`config.mk`:
```
export PLATFORM = sky130hd
export DESIGN_NAME = imm_extend_pipe_flat
export DESIGN_NICKNAME = d
export VERILOG_FILES = /design/src/rtl/leg_pkg.sv /design/src/rtl/imm_extend_pipe_if.sv /design/src/rtl/imm_decode.sv /design/src/rtl/imm_extend_pipe.sv /design/src/flat_wrapper.sv
export SDC_FILE = /design/constraint.sdc
export NUM_CORES = 1
export LEC_CHECK = 0
export CAP_MARGIN = 20
export CORE_ASPECT_RATIO = 1.1
export CORE_MARGIN = 2
export CORE_UTILIZATION = 50
export DETAILED_ROUTE_END_ITERATION = 8
export GPL_TIMING_DRIVEN = 0
export PLACE_DENSITY = 0.82
export SETUP_SLACK_MARGIN = 0.02
export SYNTH_ARGS = -nofsm -noshare
export SYNTH_HDL_FRONTEND = slang
export SYNTH_SLANG_ARGS = --single-unit
```
`constraint.sdc`:
```
create_clock -name clk -period 5.9 [get_ports clk]
set_input_delay 0.59 -clock clk [delete_from_list [all_inputs] [get_ports clk]]
set_output_delay 0.59 -clock clk [all_outputs]
set_load 0.02 [all_outputs]
```
`src/rtl/leg_pkg.sv`:
```
`default_nettype none
// +-----------------------------------------------------------------+
// | leg_pkg: LEGv8 immediate formats, opcode patterns, entry type   |
// | Revision: 1.0                                                   |
// +-----------------------------------------------------------------+
package leg_pkg;

  localparam int MAX_N = 64;

  typedef enum logic [2:0] {
    FMT_NONE = 3'd0,
    FMT_D    = 3'd1,
    FMT_I    = 3'd2,
    FMT_CB   = 3'd3,
    FMT_B    = 3'd4,
    FMT_IW   = 3'd5
  } imm_fmt_t;

  typedef enum logic [1:0] {
    ST_EMPTY = 2'd0,
    ST_ONE   = 2'd1,
    ST_FULL  = 2'd2
  } pipe_state_t;

  // Patterns on instr[31:21], matched with casez
  localparam logic [10:0] OP_LDUR = 11'b11111000010;
  localparam logic [10:0] OP_STUR = 11'b11111000000;
  localparam logic [10:0] OP_CBZ  = 11'b10110100???;
  localparam logic [10:0] OP_CBNZ = 11'b10110101???;
  localparam logic [10:0] OP_B    = 11'b000101?????;
  localparam logic [10:0] OP_BL   = 11'b100101?????;
  localparam logic [10:0] OP_ADDI = 11'b1001000100?;
  localparam logic [10:0] OP_SUBI = 11'b1101000100?;
  localparam logic [10:0] OP_MOVZ = 11'b110100101??;

  typedef struct packed {
    logic [MAX_N-1:0] imm;
    imm_fmt_t         fmt;
    logic             illegal;
  } imm_entry_t;

  localparam imm_entry_t ENTRY_RST = '{imm: '0, fmt: FMT_NONE, illegal: 1'b0};

endpackage
`default_nettype wire

```
`src/rtl/imm_extend_pipe_if.sv`:
```
`default_nettype none
// +-----------------------------------------------------------------+
// | imm_extend_pipe_if: instruction-in / immediate-out handshake    |
// | Revision: 1.0                                                   |
// +-----------------------------------------------------------------+
interface imm_extend_pipe_if
  import leg_pkg::*;
#(
  parameter int N = 64
) ();

  logic         in_valid;
  logic         in_ready;
  logic [31:0]  instr;
  logic         out_valid;
  logic         out_ready;
  logic [N-1:0] imm;
  logic [N-1:0] br_off;
  imm_fmt_t     fmt;
  logic         illegal;

  modport master (
    output in_valid, instr, out_ready,
    input  in_ready, out_valid, imm, br_off, fmt, illegal
  );

  modport slave (
    input  in_valid, instr, out_ready,
    output in_ready, out_valid, imm, br_off, fmt, illegal
  );

endinterface
`default_nettype wire

```
`src/rtl/imm_decode.sv`:
```
`default_nettype none
// +-----------------------------------------------------------------+
// | imm_decode: combinational LEGv8 immediate extraction/extension  |
// | Revision: 1.0                                                   |
// +-----------------------------------------------------------------+
module imm_decode
  import leg_pkg::*;
#(
  parameter int N = 64
) (
  input  wire logic [31:0] i_instr,
  output imm_entry_t       o_entry
);

  logic [63:0] w_ext;
  imm_fmt_t    w_fmt;
  logic        w_illegal;

  always_comb begin
    w_ext     = '0;
    w_fmt     = FMT_NONE;
    w_illegal = 1'b0;
    casez (i_instr[31:21])
      OP_LDUR, OP_STUR: begin
        w_fmt = FMT_D;
        w_ext = {{55{i_instr[20]}}, i_instr[20:12]};
      end
      OP_CBZ, OP_CBNZ: begin
        w_fmt = FMT_CB;
        w_ext = {{45{i_instr[23]}}, i_instr[23:5]};
      end
      OP_B, OP_BL: begin
        w_fmt = FMT_B;
        w_ext = {{38{i_instr[25]}}, i_instr[25:0]};
      end
      OP_ADDI, OP_SUBI: begin
        w_fmt = FMT_I;
        w_ext = {52'b0, i_instr[21:10]};
      end
      OP_MOVZ: begin
        w_fmt = FMT_IW;
        // hw >= 2 places the halfword entirely above a 32-bit datapath
        if (N == 32 && i_instr[22]) begin
          w_illegal = 1'b1;
        end else begin
          w_ext = {48'b0, i_instr[20:5]} << {i_instr[22:21], 4'b0000};
        end
      end
      default: begin
        w_fmt = FMT_NONE;
      end
    endcase
  end

  assign o_entry = '{imm: w_ext, fmt: w_fmt, illegal: w_illegal};

endmodule
`default_nettype wire

```
`src/rtl/imm_extend_pipe.sv`:
```
`default_nettype none
// +-----------------------------------------------------------------+
// | imm_extend_pipe: registered immediate generator, 2-entry skid   |
// | Revision: 1.0                                                   |
// +-----------------------------------------------------------------+
module imm_extend_pipe
  import leg_pkg::*;
#(
  parameter int N = 64
) (
  input  wire logic         clk,
  input  wire logic         reset,
  input  wire logic         flush,
  imm_extend_pipe_if.slave  bus
);

  if (N != 32 && N != 64) begin : g_bad_n
    $error("imm_extend_pipe: N must be 32 or 64");
  end

  imm_entry_t  w_dec;
  imm_entry_t  r_main;
  imm_entry_t  r_skid;
  pipe_state_t r_state;
  logic        r_out_valid;
  logic        r_in_ready;
  logic        w_in_xfer;
  logic        w_out_xfer;

  imm_decode #(.N(N)) u_dec (
    .i_instr (bus.instr),
    .o_entry (w_dec)
  );

  assign w_in_xfer  = bus.in_valid & r_in_ready;
  assign w_out_xfer = r_out_valid & bus.out_ready;

  always_ff @(posedge clk or posedge reset) begin
    if (reset) begin
      r_state     <= ST_EMPTY;
      r_out_valid <= 1'b0;
      r_in_ready  <= 1'b1;
      r_main      <= ENTRY_RST;
      r_skid      <= ENTRY_RST;
    end else if (flush) begin
      r_state     <= ST_EMPTY;
      r_out_valid <= 1'b0;
      r_in_ready  <= 1'b1;
    end else begin
      case (r_state)
        ST_EMPTY: begin
          if (w_in_xfer) begin
            r_main      <= w_dec;
            r_out_valid <= 1'b1;
            r_state     <= ST_ONE;
          end
        end
        ST_ONE: begin
          if (w_in_xfer && w_out_xfer) begin
            r_main <= w_dec;
          end else if (w_in_xfer) begin
            r_skid     <= w_dec;
            r_in_ready <= 1'b0;
            r_state    <= ST_FULL;
          end else if (w_out_xfer) begin
            r_out_valid <= 1'b0;
            r_state     <= ST_EMPTY;
          end
        end
        ST_FULL: begin
          if (w_out_xfer) begin
            r_main     <= r_skid;
            r_in_ready <= 1'b1;
            r_state    <= ST_ONE;
          end
        end
        default: begin
          r_state     <= ST_EMPTY;
          r_out_valid <= 1'b0;
          r_in_ready  <= 1'b1;
        end
      endcase
    end
  end

  assign bus.in_ready  = r_in_ready;
  assign bus.out_valid = r_out_valid;
  assign bus.imm       = r_main.imm[N-1:0];
  assign bus.br_off    = {r_main.imm[N-3:0], 2'b00};
  assign bus.fmt       = r_main.fmt;
  assign bus.illegal   = r_main.illegal;

endmodule
`default_nettype wire
```
`src/flat_wrapper.sv`:
```
// flat-port wrapper written by rule: the top's interface ports become plain ports
module imm_extend_pipe_flat import leg_pkg::*;
#(
  parameter int N = 64
)
  (clk, reset, flush, bus_in_valid, bus_instr, bus_out_ready, bus_in_ready, bus_out_valid, bus_imm, bus_br_off, bus_fmt, bus_illegal);
  imm_extend_pipe_if #(.N(N)) bus_i ();
  input  wire logic clk;
  input  wire logic reset;
  input  wire logic flush;
  input wire logic [$bits(bus_i.in_valid)-1:0] bus_in_valid;
  input wire logic [$bits(bus_i.instr)-1:0] bus_instr;
  input wire logic [$bits(bus_i.out_ready)-1:0] bus_out_ready;
  output wire logic [$bits(bus_i.in_ready)-1:0] bus_in_ready;
  output wire logic [$bits(bus_i.out_valid)-1:0] bus_out_valid;
  output wire logic [$bits(bus_i.imm)-1:0] bus_imm;
  output wire logic [$bits(bus_i.br_off)-1:0] bus_br_off;
  output wire logic [$bits(bus_i.fmt)-1:0] bus_fmt;
  output wire logic [$bits(bus_i.illegal)-1:0] bus_illegal;
  assign bus_i.in_valid = bus_in_valid;
  assign bus_i.instr = bus_instr;
  assign bus_i.out_ready = bus_out_ready;
  assign bus_in_ready = bus_i.in_ready;
  assign bus_out_valid = bus_i.out_valid;
  assign bus_imm = bus_i.imm;
  assign bus_br_off = bus_i.br_off;
  assign bus_fmt = bus_i.fmt;
  assign bus_illegal = bus_i.illegal;
  imm_extend_pipe #(.N(N)) u_core (.clk(clk), .reset(reset), .flush(flush), .bus(bus_i));
endmodule
```
## After elaboration in Yosys (flattened, before gate mapping)

Cells that the tools add are included.

- Mux-type cells: 24
- Shift-type cells: 1
- Reduce and logical (&&, ||, !) cells: 12
- Bitwise logic cells: 4
- Equal/unequal tests: 23

Operator list:

| kind | number |
|---|---|
| 64-bit one-hot mux with 5 select lines | 1 |
| 68-bit two-way mux | 3 |
| 68-bit one-hot mux with 3 select lines | 1 |
| 16-bit by 6-bit left shift with 64-bit output | 1 |
| 11-bit == test (second input constant) | 2 |
| 10-bit == test (second input constant) | 2 |
| 8-bit == test (second input constant) | 2 |
| 3-bit one-hot mux with 5 select lines | 1 |
| 2-bit two-way mux | 6 |
| 3-bit by 2-bit != test with 1-bit output (second input constant) | 4 |
| 4-bit AND reduction | 3 |
| 5-bit AND reduction | 2 |
| 9-bit == test (second input constant) | 1 |
| 1-bit two-way mux | 9 |
| 2-bit OR reduction | 4 |
| 6-bit by 3-bit == test with 1-bit output (second input constant) | 1 |
| 6-bit == test (second input constant) | 1 |
| 2-bit by 1-bit != test with 1-bit output (second input constant) | 3 |
| 3-bit != test (second input constant) | 2 |
| 1-bit one-hot mux with 3 select lines | 2 |
| 2-bit one-hot mux with 3 select lines | 1 |
| 2-bit != test (second input constant) | 2 |
| 4-bit by 2-bit != test with 1-bit output (second input constant) | 1 |
| 3-bit nonzero test | 1 |
| 6 further kinds | 8 |

- Word-level logic and storage cells: 72
- Bits in registers: 139
- Output and inout bits: 134
- Input bits: 37

## Depth between registers and ports, before layout

Gate-level depths: netlist of run 1.

- Word-level depth: 6
- Mapped depth: 8
- Depth with buffers taken out: 5

## By module

A second synthesis of run 1 with hierarchy kept.

- Cells, all modules: 802
- Area, all modules: 8393.0 µm²

By module, submodules not included:

| module | cells an instance | seq. area each (µm²) | area each (µm²) | instances |
|---|---|---|---|---|
| imm_extend_pipe | 642 | 3504.6 | 7297.0 | 1 |
| imm_decode | 160 | 0.0 | 1096.1 | 1 |

## Worst setup path after synthesis of run 1

No wires, ideal clock.

- Kind: input to register
- Start: in bus_instr[26]
- End: reg u_core.r_main (netlist bit u_core.bus.imm[53])
- Buffers on the path: 3
- Cell stages on the path: 8
- Arrival time: 2.185 ns
- Data required time: 5.824 ns
- Library setup time: 0.076 ns
- Setup slack: 3.639 ns
- Cells stage by stage: or4b_1 -> buf_6 -> nor3_4 -> and3_4 -> buf_12 -> buf_12 -> a211oi_1 -> o21ai_1

- Cells in the longest elaborated chain, start to end: 5
- Elaborated cells between the ends (all ways): 17
- Classes of those cells: eq/ne (9); mux (4); reduce/logical (4)

RTL lines:

| what | RTL line | RTL |
|---|---|---|
| from (decl) | flat_wrapper.sv:12 | `input wire logic [$bits(bus_i.instr)-1:0] bus_instr;` |
| 11-bit == test (tied with other cells) | imm_decode.sv:23 | `casez (i_instr[31:21])` |
| 2-bit OR reduction | imm_decode.sv:23 |  |
| 64-bit one-hot mux with 5 select lines * | imm_decode.sv:23 |  |
| 68-bit two-way mux (on tied branches) | imm_extend_pipe.sv:59, imm_extend_pipe.sv:52 |  |
| 68-bit one-hot mux with 3 select lines * | imm_extend_pipe.sv:50 | `case (r_state)` |
| to (signal assigned) | imm_extend_pipe.sv:53 | `r_main <= w_dec;` |
| to (signal assigned) | imm_extend_pipe.sv:60 | `r_main <= w_dec;` |
| to (signal assigned) | imm_extend_pipe.sv:72 | `r_main <= r_skid;` |
| to (decl) | imm_extend_pipe.sv:22 | `imm_entry_t r_main;` |

Mark *: on every way between the ends. The rest lies on a longest branch, timed or not. The select of a mux whose other input is x is not followed.
A chain may end at the register's enable or synchronous reset.

## Final worst setup path of run 1

- Start: in bus_out_ready
- End: reg u_core.r_main (netlist bit u_core.bus.imm[58])

- Cells in the longest elaborated chain, start to end: 4
- Elaborated cells between the ends (all ways): 5
- Classes of those cells: eq/ne (2); bitwise (1); reduce/logical (2)

RTL lines:

| what | RTL line | RTL |
|---|---|---|
| from (decl) | flat_wrapper.sv:13 | `input wire logic [$bits(bus_i.out_ready)-1:0] bus_out_ready;` |
| 1-bit bitwise AND * | imm_extend_pipe.sv:36 | `assign w_out_xfer = r_out_valid & bus.out_ready;` |
| 1-bit logical AND | imm_extend_pipe.sv:59 | `if (w_in_xfer && w_out_xfer) begin` |
| 2-bit by 1-bit != test with 1-bit output (no line) | -- |  |
| 5-bit AND reduction (no line) * | -- |  |

Mark *: on every way between the ends. The rest lies on a longest branch, timed or not.

==> results.ini, run 1 <==
[outcome]
status = completed

[setup_path]
path_class = in -> reg
startpoint_type = input pin
crit_required_ps = 6250
crit_fanout = 10
arrival_ps = 3360
endpoint_kind = flip-flop

[yosys]
synth.cells.most_frequent = dfrtp_1, nand2_1, a21oi_1
syn_area_per_cell_sq_um = 9.11
async_flop_share_pct = 100
ys_seq_area_share_pct = 48.1
synthCells = 788
synth-edff-count = 0
synthTopCellsByArea = dfrtp_1, buf_4, a21oi_1, nand2_1, o21ai_0
ys_types = 65
yosysTopAreaCell = dfrtp_1
yosysWarningCount = 0
ys_seq_elements = 138
netlist.area_leader.share_pct = 47.8
synth.most_common_cell = dfrtp_1
synth_area_sq_mm = 0.00718
yosys_most_used_dff = dfrtp_1

[die]
core_sq_mm = 0.0139
dieHeight_um = 130
die_w_um = 118
start_util_pct = 51.6
dieArea_sq_mm = 0.0153
fp-row-count = 45
ioPinCount = 171

[flow_run]
maxCapViolCount = 0

[grt]
grt_pass1_wl_mm = 36.0
grt_max_degree = 90
overflow = 0
grt_pass1_vias = 6856
antenna_found_initial = 0
grt.total_usage_pct = 30.2

[clock_tree]
hold_buffers = 0
clk_root_buffer_cell = clkbuf_16
clk_path_buf_depth = 2
post_cts_resize_count = 0
cts_tree = built
numClockSinks = 138
clk_pin_slew_ps = 60
cts_made_buffers = 17
htree_levels = 4
clkLatencyLatePin_ps = 430
post_cts_buffers = 0

[routing]
vias_per_cell = 6.02
route.detailed.drc = 0
wl_per_cell_um = 20.0
drt_wl_total_mm = 23.4
num_vias = 7029
drt_first_pass_iters = 6
ant_nets = 0
drtIter0Drc = 832

[timing]
setup_viol = 0
slew_headroom_pct = 44.6
worst_pin_slew_ps = 831
fin_crit_sh_pct = 51.1
finalHoldViolCount = 0
finalCriticalPeriod_ps = 3010
fin_skew_ps = 5.93
slew_viol_final = 0
max_freq_ghz = 0.332
grt_setup_unrepaired = false
tns_ps = 0

[cells_and_area]
syn_to_final_growth_pct = 35.6
drive_gt1_share_pct = 15.1
nNetsFinal = 1005
finalNonFillerCells = 1168
diodes = 0

[place]
placed_cells = 1137
io_buffer_count = 158
hpwlAfterDp_mm = 15.8
gp_congestion = 0.970

[worst_hold_path]
worstHoldPathType = reg -> reg

[power]
p_total_mw = 4.10
p_leak_nw = 4.04
p_per_area_mw_per_mm2 = 421
ir_drop_uv = 344

-- path summary, 6_finish.rpt --
path	cells after the start	end	slack [ps]	from
min in group asynchronous	2	u_core.bus.imm[14]$_DFFE_PP0P_	570	reset
setup / recovery	8	u_core.bus.imm[58]$_DFFE_PP0P_	2890	bus_out_ready
setup reg to reg	7	u_core.bus.imm[58]$_DFFE_PP0P_	3070	u_core.r_state[0]$_DFFE_PP0P_
max in group asynchronous	3	u_core.bus.in_ready$_DFFE_PP1P_	4520	reset
hold reg to reg	2	u_core.r_skid[31]$_DFFE_PP0P_	470	u_core.r_skid[31]$_DFFE_PP0P_
hold / removal	2	u_core.r_skid[31]$_DFFE_PP0P_	470	u_core.r_skid[31]$_DFFE_PP0P_
-- final cells by class --
| cell class | instances | area, sq um |
|---|---|---|
| Clock buffer | 19 | 453 |
| Sequential cell | 138 | 3450 |
| Inverter | 7 | 31.3 |
| Timing Repair Buffer | 159 | 1610 |
| Buffer | 137 | 877 |
| Tap cell | 188 | 235 |
| Multi-Input combinational cell | 508 | 2830 |
| Fill cell | 1035 | 4180 |
| Clock inverter | 12 | 244 |
-- power breakdown --
group	total (mW)	internal, mW	switching [mW]
Clock	1.27	0.854	0.414
Sequential	1.26	1.12	0.145
Combinational	1.56	0.782	0.783
Total	4.10	2.75	1.34
-- metal layers --
layer,part of all wire (%),track usage [%],vias up
met5,0,0,-
met4,4.6,15.0,0
li1,-,-,3117
met1,37,36.8,3320
met3,11,7.92,95
met2,48,50.2,497
-- state kept, by name, indices dropped and copies added, names as in the netlist --
register	cells
u_core.r_skid	67
u_core.bus.imm	64
u_core.bus.fmt	3
u_core.r_state	2
u_core.bus.in_ready	1
u_core.bus.out_valid	1
-- stage by stage --
stage / hold slack [ps] / area, sq um / worst slack, ps / utilization, %
2_1_floorplan: 445 / 7190 / 1620 / -
5_1_grt: 501 / 9730 / 2710 / 70.0
3_3_place_gp: 456 / 9000 / -231 / 64.7
6_report: 472 / 9730 / 2890 / 70.0
4_1_cts: 478 / 9730 / 2990 / 70.0
3_5_place_dp: 465 / 9030 / 2660 / 65.0
-- cell usage in the layout, fill, tap and decap left out, drive strengths merged, types with 4 or more instances in the layout --
cell,n
a211oi,29
clkbuf,60
a21boi,6
nand2,98
nor4,4
buf,97
o21ai,114
bufinv,7
dfrtp,137
a221oi,9
a221o,10
a21oi,79
inv,7
a222oi,5
o22ai,31
clkdlybuf4s50,158
nor2,49
nand2b,4
nor3,20
-- cells by family after synthesis --
family	after synthesis	share of synthesized area (%)
AOI/OAI and AO/OA	301	25.4
and+or+nand+nor	200	13.2
buffers and inverters	144	12.6
DFF	138	48.1
muxes	4	0.610
other	1	0.0522
-- worst max-delay path, cell delays in order --
cell	delay, ps
clkdlybuf4s50_1	460
a21boi_0	530
nor4_1	200
nor2_1	540
buf_2	380
clkbuf_1	450
nand2_1	100
o21ai_1	110
Note: power is estimated with default switching activity, not from simulation.
==> run 2: changes to the inputs <==
Clock period 5.9 ns to 2.8 ns, I/O delays scaled along.
==> run 2 against run 1 <==
  * Die area stayed put
  * Routed wire length is 1.9% lower
  * Largest power group unchanged
  * Highest routed layer unchanged
  * Critical endpoint is now u_core.bus.imm[53]$_DFFE_PP0P_
  * Clock skew is 1.1 ps lower
  * Cell count is 0.26% higher
  * Core utilization is 0.46 points lower
==> results.ini, run 2 (synthesis results as in run 1) <==
[power]
internal_power_mw = 5.41  ; was 2.75 mW
p_leak_nw = 4.01  ; was 4.04 nW
clkPwrFrac_pct = 27.7  ; was 31.0%
pwr-share-comb_pct = 40.0  ; was 38.2%
power.share.sequential_pct = 32.3  ; was 30.8%
p_per_area_mw_per_mm2 = 852  ; was 421 mW/mm^2
p_sw_share_pct = 34.3  ; was 32.7%
switchingPower_mw = 2.83  ; was 1.34 mW
ir_drop_uv = 577  ; was 344 uV

[clock_tree]
post_cts_buffers = 0  ; unchanged
cts_made_buffers = 17  ; unchanged
clk_path_buf_depth = 2  ; unchanged
clkLatencyLatePin_ps = 430  ; about the same
cts_tree = built  ; unchanged
hold_buffers = 0  ; unchanged
clk_pin_slew_ps = 60  ; about the same
numClockSinks = 138  ; unchanged
post_cts_resize_count = 0  ; unchanged
htree_levels = 4  ; unchanged
clk_root_buffer_cell = clkbuf_16  ; unchanged

[cells_and_area]
drive_gt1_share_pct = 15.4  ; was 15.1%
finalInstanceArea_sq_mm = 0.00967  ; was 0.00973 sq mm
nNetsFinal = 1007  ; was 1005
nFillCells = 1064  ; was 1035
largest_reg_flops = 67  ; unchanged
syn_to_final_growth_pct = 34.7  ; was 35.6%
regMostFlops = u_core.r_skid  ; unchanged
post-route-util_pct = 69.5  ; was 70.0%
diodes = 0  ; unchanged
mostFrequentLayoutCells = clkdlybuf4s50_1, dfrtp_1, nand2_1, a21oi_1, buf_4  ; unchanged
layout_commonest_cell = clkdlybuf4s50_1  ; unchanged

[die]
ioPinCount = 171  ; unchanged
die_w_um = 118  ; unchanged
core_sq_mm = 0.0139  ; unchanged
dieArea_sq_mm = 0.0153  ; unchanged
fp-row-count = 45  ; unchanged
start_util_pct = 51.6  ; unchanged
dieHeight_um = 130  ; unchanged

[place]
hpwlAfterDp_mm = 16.0  ; was 15.8 mm
gp_congestion = 0.935  ; was 0.970
io_buffer_count = 158  ; unchanged
placed_area_sq_mm = 0.00907  ; was 0.00903 sq mm

[timing]
max_freq_ghz = 0.400
tns_ps = 0  ; unchanged
fin_skew_ps = 4.88  ; was 5.93 ps
fin_crit_sh_pct = 89.4
worst_pin_slew_ps = 735  ; was 831 ps
finalHoldViolCount = 0  ; unchanged
grt_setup_unrepaired = false  ; unchanged
slew_viol_final = 0  ; unchanged
slew_headroom_pct = 51.0  ; was 44.6%
setup_viol = 0  ; unchanged
finalCriticalPeriod_ps = 2500

[grt]
grt_pass1_wl_mm = 35.8  ; was 36.0 mm
overflow = 0  ; unchanged
grt.total_usage_pct = 30.0  ; was 30.2%
antenna_found_initial = 0  ; unchanged
grt_max_degree = 43  ; was 90
grt_pass1_vias = 6757  ; was 6856

[setup_path]
endpoint_kind = flip-flop  ; unchanged
crit_fanout = 10  ; unchanged
arrival_ps = 2850  ; was 3360 ps
crit_required_ps = 3140  ; was 6250 ps
path_class = reg -> reg  ; was in -> reg
startpoint_type = flip-flop  ; was input pin

[routing]
drt_wl_total_mm = 22.9  ; was 23.4 mm
vias_per_cell = 5.94  ; was 6.02
drt_first_pass_iters = 7  ; was 6
num_vias = 6958  ; was 7029
wl_per_cell_um = 19.6  ; was 20.0 um
drtIter0Drc = 753  ; was 832
route.detailed.drc = 0  ; unchanged
ant_nets = 0  ; unchanged

[worst_hold_path]
worstHoldPathType = in -> async  ; was reg -> reg

[flow_run]
maxCapViolCount = 0  ; unchanged

[outcome]
status = completed  ; unchanged

## run 2: final cells by class
type / instances / area, sq um / share of cell area (%)
buffer: 137 / 877 / 9.07
clock buffer: 17 / 425 / 4.40
clock inverter: 15 / 176 / 1.82
inverter: 7 / 30.0 / 0.311
multi-input combinational: 508 / 2830 / 29.2
sequential: 138 / 3450 / 35.7
tap: 188 / 235 / 2.43
timing repair buffer: 161 / 1640 / 17.0
## run 2: stage by stage
step | setup slack (ps) | hold slack [ps] | std cells | power, mW
2_1_floorplan | 791 | 343 | 790 | 4.44
3_3_place_gp | -385 | 456 | 1136 | 5.89
3_5_place_dp | -85.5 | 466 | 1139 | 5.97
4_1_cts | 181 | 296 | 1171 | 8.25
5_1_grt | 116 | 311 | 1171 | 8.56
6_report | 297 | 274 | 1171 | 8.23
## run 2: power by group through the flow
| stage | Combinational, mW | Clock (mW) | Sequential (mW) |
|---|---|---|---|
| detailed placement | 3.28 | 0 | 2.69 |
| finish | 3.29 | 2.28 | 2.66 |
| floorplan | 1.44 | 0 | 3.00 |
| global route | 3.48 | 2.37 | 2.71 |
| CTS | 3.30 | 2.29 | 2.66 |
| global placement | 3.23 | 0 | 2.66 |
## run 2: worst paths after layout
kind	slack, ps	startpoint	cells after the start	to
setup / recovery	300	u_core.r_state[0]$_DFFE_PP0P_	7	u_core.bus.imm[53]$_DFFE_PP0P_
hold / removal	270	reset	2	u_core.bus.imm[19]$_DFFE_PP0P_
setup reg to reg	300	u_core.r_state[0]$_DFFE_PP0P_	7	u_core.bus.imm[53]$_DFFE_PP0P_
hold reg to reg	480	u_core.r_skid[34]$_DFFE_PP0P_	2	u_core.r_skid[34]$_DFFE_PP0P_
max in group asynchronous	1680	reset	4	u_core.r_skid[57]$_DFFE_PP0P_
min in group clk	320	bus_instr[19]	3	u_core.r_skid[34]$_DFFE_PP0P_
## run 2: routing by layer
metal / track usage [%] / share of wire [%]
met2: 49.4 / 48
met3: 6.73 / 10
met5: 0 / 0
met4: 17.8 / 4.7
met1: 36.4 / 37
## run 2: worst max-delay path: stages (launching register included)
cell and delay, ps:
dfrtp_1 420, a21boi_1 390, nor4_1 170, nor2_1 440
buf_2 350, clkbuf_1 430, nand2_1 110, o21ai_1 110
